File: config.mk
export PLATFORM = sky130hd
export DESIGN_NAME = load_store_unit
export DESIGN_NICKNAME = d
export VERILOG_FILES = /design/src/rtl/load_store_unit_pkg.sv /design/src/rtl/load_store_unit_load_align.sv /design/src/rtl/load_store_unit.sv
export SDC_FILE = /design/constraint.sdc
export NUM_CORES = 1
export LEC_CHECK = 0
export ABC_AREA = 1
export CAP_MARGIN = 0
export CELL_PAD_IN_SITES_DETAIL_PLACEMENT = 1
export CELL_PAD_IN_SITES_GLOBAL_PLACEMENT = 2
export CORE_MARGIN = 2
export CORE_UTILIZATION = 21
export DETAILED_ROUTE_END_ITERATION = 7
export PLACE_DENSITY_LB_ADDON = 0.1
export SYNTH_ARGS = -nofsm -noshare
export SYNTH_HDL_FRONTEND = slang
export SYNTH_HIERARCHICAL = 1
export SYNTH_SLANG_ARGS = --single-unit
File: constraint.sdc
create_clock -name clk -period 1.4 [get_ports clk]
set_input_delay 0.28 -clock clk [delete_from_list [all_inputs] [get_ports clk]]
set_output_delay 0.28 -clock clk [all_outputs]
set_load 0.01 [all_outputs]
File: src/rtl/load_store_unit_pkg.sv
`default_nettype none
// ============================================================================
// Module   : load_store_unit_pkg
// Brief    : Shared encodings for the load/store unit (funct3, FSM, errors).
// Revision : 1.0 - initial release
// ============================================================================
package load_store_unit_pkg;

  localparam logic [2:0] C_F3_LB  = 3'b000;
  localparam logic [2:0] C_F3_LH  = 3'b001;
  localparam logic [2:0] C_F3_LW  = 3'b010;
  localparam logic [2:0] C_F3_LBU = 3'b100;
  localparam logic [2:0] C_F3_LHU = 3'b101;

  localparam logic [2:0] C_F3_SB  = 3'b000;
  localparam logic [2:0] C_F3_SH  = 3'b001;
  localparam logic [2:0] C_F3_SW  = 3'b010;

  typedef enum logic [0:0] {
    S_IDLE = 1'b0,
    S_REQ  = 1'b1
  } lsu_state_t;

  localparam logic [1:0] C_ERR_NONE     = 2'b00;
  localparam logic [1:0] C_ERR_MISALIGN = 2'b01;
  localparam logic [1:0] C_ERR_ILLEGAL  = 2'b10;
  localparam logic [1:0] C_ERR_TIMEOUT  = 2'b11;

  // Byte enables for a store of the given size at byte offset off.
  function automatic logic [3:0] store_be(input logic [2:0] f3, input logic [1:0] off);
    case (f3[1:0])
      2'b00:   store_be = 4'b0001 << off;
      2'b01:   store_be = 4'b0011 << off;
      default: store_be = 4'b1111;
    endcase
  endfunction

endpackage
`default_nettype wire

File: src/rtl/load_store_unit_load_align.sv
`default_nettype none
// ============================================================================
// Module   : load_align
// Brief    : Shifts the read word to the addressed lane and extends it.
// Revision : 1.0 - initial release
// ============================================================================
module load_align
  import load_store_unit_pkg::*;
(
  input  logic [31:0] mem_rdata,
  input  logic [1:0]  off,
  input  logic [2:0]  funct3,
  output logic [31:0] load_data
);

  logic [31:0] w_shifted;

  assign w_shifted = mem_rdata >> {off, 3'b000};

  always_comb begin
    load_data = w_shifted;
    case (funct3)
      C_F3_LB:  load_data = {{24{w_shifted[7]}}, w_shifted[7:0]};
      C_F3_LBU: load_data = {24'h000000, w_shifted[7:0]};
      C_F3_LH:  load_data = {{16{w_shifted[15]}}, w_shifted[15:0]};
      C_F3_LHU: load_data = {16'h0000, w_shifted[15:0]};
      default:  load_data = w_shifted;
    endcase
  end

endmodule
`default_nettype wire

File: src/rtl/load_store_unit.sv
`default_nettype none
// ============================================================================
// Module   : load_store_unit
// Brief    : RV32I memory stage: word-aligned req/ack bus, load extension,
//            misaligned/illegal/timeout error reporting.
// Revision : 1.0 - initial release
// ============================================================================
module load_store_unit
  import load_store_unit_pkg::*;
#(
  parameter int unsigned TIMEOUT = 16
) (
  input  logic        clk,
  input  logic        reset,
  input  logic        in_valid,
  output logic        in_ready,
  input  logic        is_load,
  input  logic        is_store,
  input  logic [2:0]  funct3,
  input  logic [31:0] addr,
  input  logic [31:0] store_data,
  input  logic [4:0]  rd,
  output logic        mem_req,
  output logic        mem_we,
  output logic [31:0] mem_addr,
  output logic [31:0] mem_wdata,
  output logic [3:0]  mem_be,
  input  logic        mem_ack,
  input  logic [31:0] mem_rdata,
  output logic        wb_valid,
  output logic [4:0]  wb_rd,
  output logic [31:0] wb_data,
  output logic        lsu_err,
  output logic [1:0]  err_cause
);

  localparam logic [7:0] C_CNT_LAST = 8'(TIMEOUT - 1);

  lsu_state_t  r_state;
  logic        r_mem_req;
  logic        r_mem_we;
  logic [31:0] r_mem_addr;
  logic [31:0] r_mem_wdata;
  logic [3:0]  r_mem_be;
  logic        r_wb_valid;
  logic [4:0]  r_wb_rd;
  logic [31:0] r_wb_data;
  logic        r_lsu_err;
  logic [1:0]  r_err_cause;
  logic        r_is_load;
  logic [2:0]  r_funct3;
  logic [1:0]  r_off;
  logic [4:0]  r_rd;
  logic [7:0]  r_cnt;

  logic        w_accept;
  logic        w_load_f3_ok;
  logic        w_store_f3_ok;
  logic        w_illegal;
  logic        w_misaligned;
  logic [31:0] w_store_wdata;
  logic [31:0] w_load_data;

  assign in_ready = reset & (r_state == S_IDLE);
  assign w_accept = in_valid & in_ready;

  assign w_load_f3_ok  = (funct3 == C_F3_LB) | (funct3 == C_F3_LH) | (funct3 == C_F3_LW) |
                         (funct3 == C_F3_LBU) | (funct3 == C_F3_LHU);
  assign w_store_f3_ok = (funct3 == C_F3_SB) | (funct3 == C_F3_SH) | (funct3 == C_F3_SW);
  assign w_illegal     = (is_load == is_store) | (is_load & ~w_load_f3_ok) |
                         (is_store & ~w_store_f3_ok);
  // Only meaningful once illegal encodings are excluded (funct3[1:0] is the size).
  assign w_misaligned  = ((funct3[1:0] == 2'b01) & addr[0]) |
                         ((funct3[1:0] == 2'b10) & (addr[1:0] != 2'b00));

  always_comb begin
    w_store_wdata = store_data;
    case (funct3[1:0])
      2'b00:   w_store_wdata = {4{store_data[7:0]}};
      2'b01:   w_store_wdata = {2{store_data[15:0]}};
      default: w_store_wdata = store_data;
    endcase
  end

  load_align u_load_align (
    .mem_rdata (mem_rdata),
    .off       (r_off),
    .funct3    (r_funct3),
    .load_data (w_load_data)
  );

  always_ff @(posedge clk) begin
    if (!reset) begin
      r_state     <= S_IDLE;
      r_mem_req   <= 1'b0;
      r_mem_we    <= 1'b0;
      r_mem_addr  <= 32'h0;
      r_mem_wdata <= 32'h0;
      r_mem_be    <= 4'b0000;
      r_wb_valid  <= 1'b0;
      r_wb_rd     <= 5'd0;
      r_wb_data   <= 32'h0;
      r_lsu_err   <= 1'b0;
      r_err_cause <= C_ERR_NONE;
      r_is_load   <= 1'b0;
      r_funct3    <= 3'b000;
      r_off       <= 2'b00;
      r_rd        <= 5'd0;
      r_cnt       <= 8'd0;
    end else begin
      r_wb_valid <= 1'b0;
      r_lsu_err  <= 1'b0;
      case (r_state)
        S_IDLE: begin
          if (w_accept) begin
            r_is_load <= is_load;
            r_funct3  <= funct3;
            r_off     <= addr[1:0];
            r_rd      <= rd;
            if (w_illegal) begin
              r_lsu_err   <= 1'b1;
              r_err_cause <= C_ERR_ILLEGAL;
            end else if (w_misaligned) begin
              r_lsu_err   <= 1'b1;
              r_err_cause <= C_ERR_MISALIGN;
            end else begin
              r_mem_req  <= 1'b1;
              r_mem_we   <= is_store;
              r_mem_addr <= {addr[31:2], 2'b00};
              r_mem_be   <= is_store ? store_be(funct3, addr[1:0]) : 4'b1111;
              if (is_store) r_mem_wdata <= w_store_wdata;
              r_cnt      <= 8'd0;
              r_state    <= S_REQ;
            end
          end
        end
        S_REQ: begin
          if (mem_ack) begin
            r_mem_req <= 1'b0;
            r_state   <= S_IDLE;
            if (r_is_load) begin
              r_wb_valid <= 1'b1;
              r_wb_rd    <= r_rd;
              r_wb_data  <= w_load_data;
            end
          end else if (r_cnt == C_CNT_LAST) begin
            r_mem_req   <= 1'b0;
            r_lsu_err   <= 1'b1;
            r_err_cause <= C_ERR_TIMEOUT;
            r_state     <= S_IDLE;
          end else begin
            r_cnt <= r_cnt + 8'd1;
          end
        end
        default: r_state <= S_IDLE;
      endcase
    end
  end

  assign mem_req   = r_mem_req;
  assign mem_we    = r_mem_we;
  assign mem_addr  = r_mem_addr;
  assign mem_wdata = r_mem_wdata;
  assign mem_be    = r_mem_be;
  assign wb_valid  = r_wb_valid;
  assign wb_rd     = r_wb_rd;
  assign wb_data   = r_wb_data;
  assign lsu_err   = r_lsu_err;
  assign err_cause = r_err_cause;

endmodule
`default_nettype wire
---- After elaboration in Yosys (flattened, before gate mapping) ----
Index checks and enable logic that the tools add are counted.
word-level totals
  input bits .............................. 110
  output and inout bits ................... 112
  logic and storage cells ................. 104
  bits in registers ....................... 129
operators by class
  bitwise logic cells ..................... 18
  add/subtract/negate cells ............... 1
  shifts and indexed selects .............. 3
  equality and inequality tests ........... 19
  reduce and logical (&&, ||, !) cells .... 12
  muxes and demuxes ....................... 35
operators by type and width
  cell                                                                    number
  32-bit one-hot mux with 4 select lines                                  1
  32-bit one-hot mux with 2 select lines                                  1
  8-bit 2-to-1 mux                                                        5
  32-bit by 5-bit >> shifter with 32-bit output                           1
  1-bit 2-to-1 mux                                                        16
  8-bit one-hot mux with 2 select lines                                   1
  3-bit equality test (second input constant)                             4
  4-bit AND reduction                                                     3
  2-bit 2-to-1 mux                                                        5
  2-bit inequality test (second input constant)                           5
  5-bit AND reduction                                                     2
  8-bit by 1-bit adder with 8-bit output (second input constant)          1
  8-bit by 4-bit equality test with 1-bit output (second input constant)  1
  4-bit one-hot mux with 2 select lines                                   1
  1-bit bitwise OR                                                        7
  1-bit bitwise AND                                                       6
  3-bit by 1-bit equality test with 1-bit output (second input constant)  2
  3-bit logical NOT                                                       2
  1-bit one-hot mux with 2 select lines                                   3
  3-bit AND reduction                                                     2
  1-bit NOT                                                               5
  4-bit 2-to-1 mux                                                        1
  2-bit one-hot mux with 2 select lines                                   1
  1-bit by 2-bit << shifter with 4-bit output (first input constant)      1
  11 further kinds                                                        11

---- Depth between registers and ports, before layout ----
  word-level depth ........................ 12
  mapped depth ............................ 11
  depth with buffers taken out ............ 11

---- Modules after synthesis ----
The synthesis kept the hierarchy.
by module, submodules not included
  module           sequential area each (um^2)  instances  area each (um^2)  cells an instance
  load_store_unit  2582.5                       1          5218.8            716
  load_align       0.0                          1          810.8             165

---- Worst setup path before layout ----
Ideal clock, no wire load.
  kind .................................... register to register
  start ................................... reg r_cnt[0]
  end ..................................... reg r_err_cause[0], in the netlist err_cause[0]
  setup slack ............................. 0.008 ns
  buffers on the path ..................... 0
  arrival ................................. 1.336 ns
  clock period less this slack ............ 1.392 ns
  required time ........................... 1.344 ns
  setup time .............................. 0.056 ns
  cell stages (with the launch flop) ...... 10
  cell sequence ........................... dfxtp_1 ha_1 nand2_1 nor2_1 nand3_1 nand2_1 nand2_1 o21bai_1 nand2_1 inv_1
between the ends
  cells in the longest elaborated chain, start to end .. 3
ends and longest elaborated chain
  element                                                            line                    text
  from (decl)                                                        load_store_unit.sv:54   logic [7:0] r_cnt;
  from (signal assigned)                                             load_store_unit.sv:152  r_cnt <= r_cnt + 8'd1;
  8-bit by 4-bit equality test with 1-bit output                     load_store_unit.sv:146  end else if (r_cnt == C_CNT_LAST) begin
  2-bit by 1-bit inequality test with 1-bit output (no source line)  n/a
  4-bit AND reduction (no source line)                               n/a
  to (signal assigned)                                               load_store_unit.sv:122  r_err_cause <= C_ERR_ILLEGAL;
  to (signal assigned)                                               load_store_unit.sv:125  r_err_cause <= C_ERR_MISALIGN;
  to (signal assigned)                                               load_store_unit.sv:149  r_err_cause <= C_ERR_TIMEOUT;
  to (decl)                                                          load_store_unit.sv:49   logic [1:0] r_err_cause;
No other way between the ends.
A chain may end at the register's enable or synchronous reset.

---- Worst setup path in the final report ----
  start ................................... reg r_cnt[1]
  end ..................................... reg r_state
between the ends
  cells in the longest elaborated chain, start to end .. 4
ends and longest elaborated chain
  element                                         line                    text
  8-bit by 4-bit equality test with 1-bit output  load_store_unit.sv:146
  1-bit 2-to-1 mux                                load_store_unit.sv:146
  1-bit 2-to-1 mux                                load_store_unit.sv:138  if (mem_ack) begin
  1-bit one-hot mux with 2 select lines           load_store_unit.sv:113  case (r_state)
  to (signal assigned)                            load_store_unit.sv:140  r_state <= S_IDLE;
  to (signal assigned)                            load_store_unit.sv:150  r_state <= S_IDLE;
  to (signal assigned)                            load_store_unit.sv:155  default: r_state <= S_IDLE;
  to (decl)                                       load_store_unit.sv:39   lsu_state_t r_state;
No other way between the ends.

==> key figures <==
Power and ir drop
  • Worst VDD drop: 0.665 mV
  • Cell Int Power: 0.00781 W
  • Flop pwr share: 35.5%
  • Total power divided by cell area: 962 nW/um^2
  • Power dissipated by switching net loads: 0.00293 W
  • Logic gate share of total power: 18.2%
  • Portion of total power attributed to the clock network: 46.2%
  • Switching portion of total power: 27.3%
  • Overall power after layout: 0.0107 W
  • Leakage power summed over all cells: 5.10 nW

Synth
  • Distinct cell type count after synthesis: 33
  • List of most frequent post-synthesis cells: 176 x nand2_1, 129 x dfxtp_1, 111 x o21ai_0
  • Yosys warns: 6
  • Total standard cell area after synthesis: 6030 sq um
  • Number of enable-type register cells in the synthesized netlist: 0
  • Cell type with the highest aggregate area in the netlist: dfxtp_1
  • Total of flip-flops plus latches after synthesis: 129
  • Post-Synthesis Mean Instance Area: 6.84 sq um
  • FFs w/ async S/R, synth: 0%
  • Share of the synthesized area in the top cell type: 42.8%
  • Prevailing post-synth register cell: dfxtp_1
  • Post-synthesis instance total: 881
  • Biggest area contributors in the synthesized netlist: dfxtp_1 43%, nand2_1 11%, o21ai_0 9.2%
  • Sequential area share after synthesis: 42.8%
  • Most frequent cell after synthesis: nand2_1

Clock network
  • Num CTS Buffers: 17
  • Root buffer selected by CTS: clkbuf_16
  • Clock Path Buffers: 2
  • Source-to-sink clock delay at the later pin of the worst-skew pair: 0.42 ns
  • Deepest level of the CTS H-tree: 4
  • Clock tree from TritonCTS: built
  • Clock sinks: 129
  • CTS clk-pin slew, worst paths: 0.06 ns
  • Number of hold buffers added after CTS: 0

Critical path
  • Type of the worst setup path: register to register
  • Nature of the critical path startpoint: register
  • Crit Path Max Fanout: 4
  • Data arrival time of the worst path: 1.73 ns
  • CP Data Required Time: 1.68 ns
  • Element type at the critical path end: register

Die
  • Ports: 222
  • Effective utilization at floorplan: 21.2%
  • Die height: 173 um
  • Area of the die: 30,100 sq um
  • Width of the chip: 173 um
  • Core region area: 28,500 sq um
  • Total number of placement rows: 62

Detailed routing
  • Via/cell ratio: 4.32
  • Routed length per instance: 16.3 um
  • Total routed wirelength: 26,300 um
  • Total iterations of the first detailed-routing run: 4
  • DRC viols: 0
  • Initial drt markers: 277
  • Antenna viol nets, final: 0
  • Total number of vias: 6,998

STA
  • Final WS setup: -0.0482 ns
  • Post-layout minimum cycle time: 1.45 ns
  • Normalized max-slew margin: 63.5%
  • Worst hold margin: 0.230 ns
  • Worst Clk Skew: 0.0134 ns
  • Number of endpoints failing setup at the final stage: 6
  • Slew @ Worst Pin: 0.547 ns
  • Peak Freq: 691 MHz
  • Count of pins over their slew limit: 0
  • Crit share post-route: 103%
  • Setup repair after global routing missed its margin: true
  • Hold Fails Final Rpt: 0

Hold path
  • Type of the most critical hold path: input pin to register

Placement
  • Last weighted congestion value of the routability-driven placer: 0.753
  • Number of buffer cells added on primary ports: 219
  • Final HPWL DP: 17,900 um
  • Placed cell count: 1,541

Finish
  • Number of nets in the layout: 1,331
  • Layout cells sized above 1: 26.6%
  • Area delta synth->final: 85.2%
  • Sequential cell area: 2600 sq um
  • Count of placed standard cells in the final layout, fillers left out: 1,619
  • Area of combinational cells with multiple inputs: 3370 sq um
  • Number of inserted filler cells in the final layout: 3,419

GRT
  • Via count of the first global-routing pass: 7,211
  • Overflow left after global routing: 0
  • Maximum number of pins on one net before global-route repair: 43
  • Wire length of the first global-routing pass: 39,800 um
  • Initial antenna violation count: 3
  • Total track usage: 16.7%

Outcome
  • Violated checks: negative setup slack
  • Outcome: complete, but fails checks

Run
  • Count of max-cap constraint violations: 0
## metrics by stage
step	utilization (%)	instance area, sq um	TNS [ns]	worst slack, ns
after floorplan	-	6030	0	0.00849
final	39.2	11200	-0.148	-0.0482
after CTS	36.3	10300	0	0.00133
after detailed placement	33.0	9380	-63.92	-0.733
after global placement	33.0	9380	-60.55	-0.664
after global routing	39.2	11200	-1.75	-0.113
## cells in the final DEF, fill, tap and decap left out, types with 4 or more instances in the layout
master / count
buf_12: 14
nor2_1: 89
nand2_1: 159
o21ai_2: 30
bufinv_16: 4
inv_1: 72
a21oi_2: 11
nand3_1: 57
buf_4: 106
a21oi_1: 92
buf_6: 20
clkbuf_16: 25
clkinv_4: 4
nand3_4: 9
inv_6: 5
dfxtp_4: 4
clkdlybuf4s15_1: 9
nand3_2: 19
dfxtp_1: 121
dfxtp_2: 4
buf_8: 7
o21ai_1: 23
or2_0: 4
nand2_2: 16
o21ai_0: 61
clkdlybuf4s50_1: 101
nand2_4: 7
nor2_4: 7
dlygate4sd2_1: 104
nor2_2: 9
## path summary, 6_finish.rpt
| kind | startpoint | to | slack (ns) | depth (start not counted) |
|---|---|---|---|---|
| setup / recovery | r_cnt[1] | r_state | -0.05 | 7 |
| hold / removal | funct3[0] | r_funct3[0] | 0.23 | 3 |
| setup reg to reg | r_cnt[1] | r_state | -0.05 | 7 |
| hold reg to reg | wb_data[11] | wb_data[11] | 0.44 | 2 |
## state kept, by name, summed over array words and instances (netlist names)
signal,flops
r_funct3,3
mem_wdata,32
r_state,1
mem_we,1
r_off,2
wb_valid,1
mem_be,4
wb_rd,5
r_is_load,1
wb_data,32
mem_req,1
err_cause,2
r_cnt,8
lsu_err,1
r_rd,5
mem_addr,30
## metal layers
layer / global-route usage, % / vias to the layer above / wire length, um
met5: 0 / - / 13
met4: 3.39 / 2 / 360
met3: 5.13 / 25 / 1600
met2: 28.7 / 161 / 12900
met1: 20.6 / 3251 / 11500
li1: - / 3559 / -
## critical path: stages (launching register included)
cell,delay (ns)
dfxtp_4,0.36
ha_4,0.15
nand2_4,0.06
nor2_4,0.13
nand4_1,0.24
nand4_4,0.22
buf_4,0.13
nor2_1,0.03
## layout make-up
type / count / share of cell area, %
Sequential cell: 129 / 23.3
Clock inverter: 14 / 1.82
Multi-Input combinational cell: 617 / 30.2
Clock buffer: 18 / 3.93
Tap cell: 384 / 4.30
Timing Repair Buffer: 377 / 33.7
Inverter: 78 / 2.71
Antenna cell: 2 / 0.0448
## cells by family after synthesis
family | Yosys count | share of synthesized area, %
buffers and inverters | 137 | 10.0
and+or+nand+nor | 391 | 28.3
other | 1 | 0.0622
xor gates and xnor gates | 1 | 0.145
adders and majority gates | 1 | 0.207
DFF | 129 | 42.8
AOI/OAI and AO/OA | 221 | 18.4
## power groups by stage
stage / registers, W / clock network, W / logic, W
2_1_floorplan: 0.00391 / 0 / 0.000657
3_3_place_gp: 0.00390 / 0 / 0.00165
3_5_place_dp: 0.00389 / 0 / 0.00164
4_1_cts: 0.00381 / 0.00514 / 0.00172
5_1_grt: 0.00382 / 0.00531 / 0.00214
6_report: 0.00381 / 0.00496 / 0.00196
## repair_timing
item | in CTS | in global routing
buffers inserted | 17 | 13
endpoints found under the hold margin | 0 | 0
gates resized for setup | 210 | 149
endpoints found under the setup margin | 218 | 102
pin swaps | 35 | 50
cloned | 5 | 11
No activity file was read; power rests on OpenSTA's default activity.
